**src/rtl/conv_result_writer.sv**
```systemverilog
`default_nettype none
// ============================================================================
// Module   : conv_result_writer
// Serialises one PE result tile per handshake into an output BRAM, element 0 first.
// Revision : 1.0
// ============================================================================
module conv_result_writer #(
    parameter int NUM_ELEMS  = 4,
    parameter int ELEM_WIDTH = 20,
    parameter int DOUT_WIDTH = 8,
    parameter int ADDR_WIDTH = 15,
    parameter int DEPTH      = 32768,
    parameter int SATURATE   = 1
) (
    input  logic                            clk,
    input  logic                            reset,
    input  logic [NUM_ELEMS*ELEM_WIDTH-1:0] in_data,
    input  logic                            in_valid,
    output logic                            in_ready,
    output logic                            bram_en,
    output logic                            bram_we,
    output logic [ADDR_WIDTH-1:0]           bram_addr,
    output logic [DOUT_WIDTH-1:0]           bram_din,
    output logic                            done,
    output logic                            sat_flag,
    output logic [15:0]                     tile_count
);

    localparam int c_IDX_W = $clog2(NUM_ELEMS + 1);

    typedef enum logic [1:0] {
        S_IDLE  = 2'd0,
        S_WRITE = 2'd1,
        S_DONE  = 2'd2
    } state_t;

    state_t                          r_state;
    state_t                          w_state_nxt;
    logic [NUM_ELEMS*ELEM_WIDTH-1:0] r_data;
    logic [NUM_ELEMS*ELEM_WIDTH-1:0] w_data_nxt;
    logic [c_IDX_W-1:0]              r_idx;
    logic [c_IDX_W-1:0]              w_idx_nxt;
    logic [ADDR_WIDTH-1:0]           r_ptr;
    logic [ADDR_WIDTH-1:0]           w_ptr_nxt;
    logic [ADDR_WIDTH-1:0]           w_ptr_inc;

    logic                            r_in_ready;
    logic                            w_in_ready_nxt;
    logic                            r_we;
    logic                            w_we_nxt;
    logic [ADDR_WIDTH-1:0]           r_addr;
    logic [ADDR_WIDTH-1:0]           w_addr_nxt;
    logic [DOUT_WIDTH-1:0]           r_din;
    logic [DOUT_WIDTH-1:0]           w_din_nxt;
    logic                            r_done;
    logic                            w_done_nxt;
    logic                            r_sat;
    logic                            w_sat_nxt;
    logic [15:0]                     r_tiles;
    logic [15:0]                     w_tiles_nxt;

    logic [NUM_ELEMS*ELEM_WIDTH-1:0] w_src;
    logic [ELEM_WIDTH-1:0]           w_elems [NUM_ELEMS];
    logic [c_IDX_W-1:0]              w_sel_idx;
    logic [ELEM_WIDTH-1:0]           w_elem;
    logic [DOUT_WIDTH-1:0]           w_conv;
    logic                            w_clamp;

    // Element 0 is written on the handshake edge straight from the input bus.
    assign w_src     = (r_state == S_IDLE) ? in_data : r_data;
    assign w_sel_idx = (r_state == S_IDLE) ? '0 : r_idx;

    for (genvar k = 0; k < NUM_ELEMS; k++) begin : g_unpack
        assign w_elems[k] = w_src[(NUM_ELEMS-1-k)*ELEM_WIDTH +: ELEM_WIDTH];
    end

    always_comb begin
        w_elem = w_elems[0];
        for (int k = 0; k < NUM_ELEMS; k++) begin
            if (w_sel_idx == c_IDX_W'(k)) begin
                w_elem = w_elems[k];
            end
        end
    end

    if (ELEM_WIDTH > DOUT_WIDTH) begin : g_narrow
        logic [ELEM_WIDTH-DOUT_WIDTH:0] w_upper;
        logic                           w_in_range;

        // In range when every bit above the output sign bit repeats it.
        assign w_upper    = w_elem[ELEM_WIDTH-1:DOUT_WIDTH-1];
        assign w_in_range = (&w_upper) | ~(|w_upper);

        if (SATURATE != 0) begin : g_sat
            assign w_conv  = w_in_range ? w_elem[DOUT_WIDTH-1:0]
                           : (w_elem[ELEM_WIDTH-1] ? {1'b1, {(DOUT_WIDTH-1){1'b0}}}
                                                   : {1'b0, {(DOUT_WIDTH-1){1'b1}}});
            assign w_clamp = ~w_in_range;
        end else begin : g_wrap
            assign w_conv  = w_elem[DOUT_WIDTH-1:0];
            assign w_clamp = 1'b0;
        end
    end else begin : g_extend
        assign w_conv  = DOUT_WIDTH'($signed(w_elem));
        assign w_clamp = 1'b0;
    end

    assign w_ptr_inc = (r_ptr == ADDR_WIDTH'(DEPTH - 1)) ? '0 : r_ptr + ADDR_WIDTH'(1);

    always_comb begin
        w_state_nxt    = r_state;
        w_data_nxt     = r_data;
        w_idx_nxt      = r_idx;
        w_ptr_nxt      = r_ptr;
        w_in_ready_nxt = r_in_ready;
        w_we_nxt       = 1'b0;
        w_addr_nxt     = r_addr;
        w_din_nxt      = r_din;
        w_done_nxt     = 1'b0;
        w_sat_nxt      = r_sat;
        w_tiles_nxt    = r_tiles;

        case (r_state)
            S_IDLE: begin
                w_in_ready_nxt = 1'b1;
                if (in_valid && r_in_ready) begin
                    w_data_nxt     = in_data;
                    w_idx_nxt      = c_IDX_W'(1);
                    w_in_ready_nxt = 1'b0;
                    w_we_nxt       = 1'b1;
                    w_addr_nxt     = r_ptr;
                    w_din_nxt      = w_conv;
                    w_ptr_nxt      = w_ptr_inc;
                    w_sat_nxt      = r_sat | w_clamp;
                    w_state_nxt    = S_WRITE;
                end
            end
            S_WRITE: begin
                if (r_idx == c_IDX_W'(NUM_ELEMS)) begin
                    w_done_nxt  = 1'b1;
                    w_tiles_nxt = r_tiles + 16'd1;
                    w_state_nxt = S_DONE;
                end else begin
                    w_we_nxt   = 1'b1;
                    w_addr_nxt = r_ptr;
                    w_din_nxt  = w_conv;
                    w_ptr_nxt  = w_ptr_inc;
                    w_sat_nxt  = r_sat | w_clamp;
                    w_idx_nxt  = r_idx + c_IDX_W'(1);
                end
            end
            S_DONE: begin
                w_in_ready_nxt = 1'b1;
                w_state_nxt    = S_IDLE;
            end
            default: begin
                w_in_ready_nxt = 1'b1;
                w_state_nxt    = S_IDLE;
            end
        endcase
    end

    always_ff @(posedge clk) begin
        if (reset) begin
            r_state    <= S_IDLE;
            r_data     <= '0;
            r_idx      <= '0;
            r_ptr      <= '0;
            r_in_ready <= 1'b1;
            r_we       <= 1'b0;
            r_addr     <= '0;
            r_din      <= '0;
            r_done     <= 1'b0;
            r_sat      <= 1'b0;
            r_tiles    <= '0;
        end else begin
            r_state    <= w_state_nxt;
            r_data     <= w_data_nxt;
            r_idx      <= w_idx_nxt;
            r_ptr      <= w_ptr_nxt;
            r_in_ready <= w_in_ready_nxt;
            r_we       <= w_we_nxt;
            r_addr     <= w_addr_nxt;
            r_din      <= w_din_nxt;
            r_done     <= w_done_nxt;
            r_sat      <= w_sat_nxt;
            r_tiles    <= w_tiles_nxt;
        end
    end

    assign in_ready   = r_in_ready;
    assign bram_en    = r_we;
    assign bram_we    = r_we;
    assign bram_addr  = r_addr;
    assign bram_din   = r_din;
    assign done       = r_done;
    assign sat_flag   = r_sat;
    assign tile_count = r_tiles;

endmodule
`default_nettype wire

```
**config.mk**
```make
export PLATFORM = sky130hd
export DESIGN_NAME = conv_result_writer
export DESIGN_NICKNAME = d
export VERILOG_FILES = /design/src/rtl/conv_result_writer.sv
export SDC_FILE = /design/constraint.sdc
export NUM_CORES = 1
export LEC_CHECK = 0
export ABC_CLOCK_PERIOD_IN_PS = 2500
export CAP_MARGIN = 20
export CORE_AREA = 5 5 139 108
export DETAILED_ROUTE_END_ITERATION = 16
export DIE_AREA = 0 0 144 113
export PLACE_DENSITY_LB_ADDON = 0.05
export SYNTH_ARGS = -nofsm -noshare
export SYNTH_HDL_FRONTEND = slang
export SYNTH_SLANG_ARGS = --single-unit
```
**constraint.sdc**
```tcl
create_clock -name clk -period 2.5 [get_ports clk]
set_clock_uncertainty 0.2 [all_clocks]
set_input_delay 0.375 -clock clk [delete_from_list [all_inputs] [get_ports clk]]
set_output_delay 0.375 -clock clk [all_outputs]
set_load 0.01 [all_outputs]
```
Yosys cells after proc, flatten, opt, wreduce, memory -nomap -nowiden:

Index checks and enable logic that the tools add are counted.

* register bits after elaboration: 143
* output and inout port bits: 44

* bitwise operators: 5
* mux-type cells: 32
* equality and inequality tests: 9
* reduce and logical (&&, ||, !) cells: 10
* add/subtract/negate cells: 3

Operators with widths (number)
* 2-to-1 mux 80 bit: 1
* 2-to-1 mux 15 bit: 5
* 2-to-1 mux 20 bit: 3
* one-hot mux 15 bit (2 select lines): 2
* 2-to-1 mux 8 bit: 4
* adder 16 x 1 -> 16 bit (second input constant): 1
* one-hot mux 8 bit (2 select lines): 1
* adder 15 x 1 -> 15 bit (second input constant): 1
* == test 15 bit (second input constant): 1
* AND reduction 13 bit: 1
* OR reduction 13 bit: 1
* 2-to-1 mux 3 bit: 3
* == test 3 x 2 -> 1 bit (second input constant): 2
* 2-to-1 mux 1 bit: 6
* one-hot mux 1 bit (2 select lines): 3
* one-hot mux 3 bit (2 select lines): 1
* AND reduction 2 bit: 3
* 2-to-1 mux 2 bit: 2
* != test 2 bit (second input constant): 2
* one-hot mux 2 bit (2 select lines): 1
* adder 3 x 1 -> 3 bit (second input constant): 1
* == test 3 x 1 -> 1 bit (second input constant): 1
* == test 3 bit (second input constant): 1
* NOT 1 bit: 3
* 8 further kinds: 9

Depth between registers and ports, before layout:

Gate-level depths: netlist (run 1).

* depth in word-level cells: 13
* gate-level depth with buffers: 11
* mapped depth without buffers: 9

Worst setup path after synthesis (run 1):

Ideal clock, no wire load.

* path kind: flip-flop to flip-flop
* start point: register r_idx[0]
* end point: register r_din[5] (netlist: bram_din[5])
* buffers on the path: 2
* cell stages (with the launch flop): 10
* required time: 2.205 ns
* arrival: 2.049 ns
* path slack: 0.156 ns
* setup time: 0.095 ns
* cell sequence: dfxtp_1 buf_4 inv_1 ha_1 a21oi_1 or2_1 clkbuf_1 nand2b_1 or3_1 o311ai_1

* word-level cells in the longest chain between the ends: 11
* elaborated cells on any way between the ends: 19
* classes of those cells: 5 x eq/ne; 9 x mux; 2 x bitwise; 3 x reduce/logical

Ends and longest elaborated chain
* start: declaration: RTL line 41 `logic [c_IDX_W-1:0] r_idx;`
* start signal: assignment: RTL line 179 `r_idx <= w_idx_nxt;`
* 2-to-1 mux 3 bit: RTL line 71 `assign w_sel_idx = (r_state == S_IDLE) ? '0 : r_idx;`
* == test 3 x 1 -> 1 bit: RTL line 80 `if (w_sel_idx == c_IDX_W'(k)) begin`
* 2-to-1 mux 20 bit (3 in a row): RTL line 80
* OR reduction 13 bit: RTL line 92 `assign w_in_range = (&w_upper) | ~(|w_upper);`
* NOT 1 bit: RTL line 92
* bitwise OR 1 bit: RTL line 92
* 2-to-1 mux 8 bit: RTL line 95 `assign w_conv = w_in_range ? w_elem[DOUT_WIDTH-1:0]`
* 2-to-1 mux 8 bit (on tied branches): RTL line 139, 126
* one-hot mux 8 bit (2 select lines): RTL line 123 `case (r_state)`
* end signal: assignment: RTL line 184 `r_din <= w_din_nxt;`
* end: declaration: RTL line 53 `logic [DOUT_WIDTH-1:0] r_din;`

Parallel ways exist; a longest one is shown, timed or not. The select of a mux whose other input is x is not followed.
A chain may end at the register's enable or synchronous reset.

Final worst setup path (run 1):

* start point: register r_idx[1]
* end point: register r_din[6] (netlist: bram_din[6])

The elaborated chain is that of the path after synthesis.

==> flow_summary.toml, run 1 <==
[synth]
synth_area_leaders = "dfxtp_1, nand2_1, a21oi_1"
ys_seq_area_frac = 0.470
synth_top_family_by_area = "simple AND/OR/NAND/NOR gates"
synth_top_area_cell = "dfxtp_1"
synth_nets = 854
ys_ff_latch = 143
syn_area_um2 = 6100
synth_cells = 767
synthArstFlopShare = 0
synthDistinctLibCells = 51
synthMuxAreaShare = 0.0349
syn_area_per_cell_um2 = 7.95
synthXorXnorAreaFrac = 0.0330
yosys_most_used_dff = "dfxtp_1"
synth_compound_area_frac = 0.172
synth_fa_ha_area_frac = 0.00821
synth_warnings = 0
yosys.area_share.simple = 0.240
synth_edf_count = 0
synth_top_area_frac = 0.470
synthTopCellsByCount = "nand2_1, dfxtp_1, a21oi_1, nor2_1, clkbuf_1"
yosysMostFrequentCell = "nand2_1"

[sta]
fin_crit_sh = 1.04
slew_viol_final = 0
fmax_mhz = 386
relSlewSlack = 0.692
hold_violations = 0
period_minus_slack_ns = 2.59
tightestPinTransition_ns = 0.462
setup_violations = 8
fin_ws_ns = -0.0925
rsz0062_at_grt = "yes"

[critical_path]
start_kind = "register"
crit_required_ns = 2.66
cp_slowest_stage_delay_ns = 0.41
cp_slowest_cell = "nor4_4"
critPathKind = "reg2reg"
regToRegStartpoint = "r_idx[1]$_SDFFE_PP0P_"
crit_arrival_ns = 2.76
path_max_fanout = 8
startpoint = "r_idx[1]$_SDFFE_PP0P_"
cp-end-kind = "register"
cp_cell_sequence = "buf_12 -> o21bai_4 -> a22oi_1 -> o221ai_1 -> nand4_1 -> nor4_4 -> mux2i_4 -> a211oi_2 -> o31a_1"

[floorplanning]
die_x_um = 144
core-area_um2 = 13500
num_rows = 37
die-area_um2 = 16300
die_height_um = 113
ioPinCount = 127
initial_core_util = 0.453

[cells_and_area]
multi_input_area_um2 = 3170
seqCellArea_um2 = 2870
layoutNonFillerInstCount = 1103
final_nets = 1002
syn2layout_area_growth_pct = 41.8
drive_above_1_share = 0.144
antennaDiodeCount = 0
design_area_um2 = 8640
fillers = 1137

[grt]
grt-ovfl-total = 0
antenna_found_initial = 0
grt_pass1_vias = 5811
grt_start_max_net_pins = 47
grt_pass1_wl_mm = 28.9
gr-usage-all-layers = 0.222

[clock_tree]
cts-root-buf = "clkbuf_16"
clock_sinks = 143
cts_buffers = 17
cts_max_level = 4
cts_tree = "yes"
clk_latency_ns = 0.42
clk_path_buf_depth = 2
clk_pin_slew_ns = 0.06

[pwr]
powerDensity_nw_per_um2 = 696
leakage_nw = 3.15
irDropWorstVdd_mv = 0.467

[drt]
drtIter0Drc = 321
dr.pass1.iters = 5
via_per_inst = 5.24
num_vias = 5782
wl_per_cell_um = 15.8
routed_wl_mm = 17.4
drtAntennaViolNets = 0
drc = 0

[placement]
dp.cells = 1062
place_area_um2 = 7720
io_buffers = 126
gp_congestion = 0.887
dp_hpwl_mm = 12.4

[status]
outcome = "complete, but fails checks"
failed_checks = "setup timing"

[job]
maxCapViolations = 0

[worst_hold_path]
min_path_type = "in2reg"
min_from = "reset"
## stage by stage
stage,power [mW],util,setup WS [ns],hold WS [ns],setup TNS (ns)
2_1_floorplan,2.99,-,0.156,0.232,0
3_3_place_gp,3.37,0.573,-0.178,0.237,-1.36
3_5_place_dp,3.39,0.573,-0.257,0.244,-1.76
4_1_cts,6.02,0.633,-0.00874,0.104,-0.0165
5_1_grt,6.27,0.642,-0.202,0.114,-1.44
6_report,6.01,0.642,-0.0925,0.119,-0.491
## worst paths after layout
kind	cells after the start	slack, ns	end
worst min register to register	2	0.25	bram_addr[8]$_SDFFE_PP0P_
worst max register to register	9	-0.09	bram_din[6]$_SDFFE_PP0P_
worst max-delay path	9	-0.09	bram_din[6]$_SDFFE_PP0P_
worst min-delay path	2	0.12	r_ptr[6]$_SDFFE_PP0P_
## per-layer routing
layer | track usage | share of wire | wire length, um | up-vias
met5 | 0 | 0 | 0 | -
met2 | 0.346 | 0.45 | 7890 | 168
met4 | 0.0634 | 0.011 | 185 | 0
li1 | - | - | - | 2908
met3 | 0.0638 | 0.068 | 1180 | 20
met1 | 0.301 | 0.47 | 8140 | 2686
## area by class of cell
| cell class | count | area share |
|---|---|---|
| multi-input cells | 565 | 0.367 |
| flip-flops and latches | 143 | 0.332 |
| repair buffers | 182 | 0.203 |
| clock buffers | 24 | 0.0592 |
| well taps | 175 | 0.0253 |
| clock inverters | 8 | 0.0117 |
| inverters | 6 | 0.00261 |
## power by group
group / internal, mW / switching (mW)
sequential: 2.40 / 0.0846
clock: 1.63 / 0.958
combinational: 0.450 / 0.491
## worst max-delay path, delay by kind of cell, from the launching register on
family	cells	cell delay, ns
compound gates	5	1.01
buf+inv	1	0.13
mux	1	0.21
simple gates	2	0.61
flops	1	0.37
## state kept, by name, indices dropped and copies added (netlist names)
register / flops
bram_en: 1
r_state: 2
bram_din: 8
sat_flag: 1
in_ready: 1
r_idx: 3
tile_count: 16
r_ptr: 15
done: 1
bram_addr: 15
r_data: 80
## kinds of logic after synthesis
logic type	count (synthesis)
adders and majority gates	4
and+or+nand+nor	342
DFF	143
AOI/OAI and AO/OA	176
muxes	20
xor gates and xnor gates	23
buffers and inverters	59
## repair_timing
item,CTS,global route
gates resized for setup,26,19
pin swaps,11,10
hold buffers,0,0
endpoints found under the setup margin,9,22
setup buffers,7,3
gates cloned,1,0
## cells in the final DEF, fill, tap and decap left out, drive strengths merged, types with 6 or more instances in the layout
cell type	Yosys	layout
o221ai	8	8
nand2	221	221
o21ai	9	9
buf	15	57
a21oi	117	117
xnor2	6	6
nor3	7	7
nand3b	6	6
mux2i	20	20
and3	6	6
nor2	57	57
clkdlybuf4s50	0	125
nand4	10	10
o22ai	12	12
or3	9	9
xor2	17	17
inv	6	7
dfxtp	143	143
clkbuf	38	24
a22oi	9	9
nand3	8	8
(Power assumes the default switching activity.)
==> run 2, diff against run 1 <==
CTS_CLUSTER_DIAMETER = 30   (was unset)
==> results of run 2 <==
Final layout, timing and power as in run 1 (identical DEF).
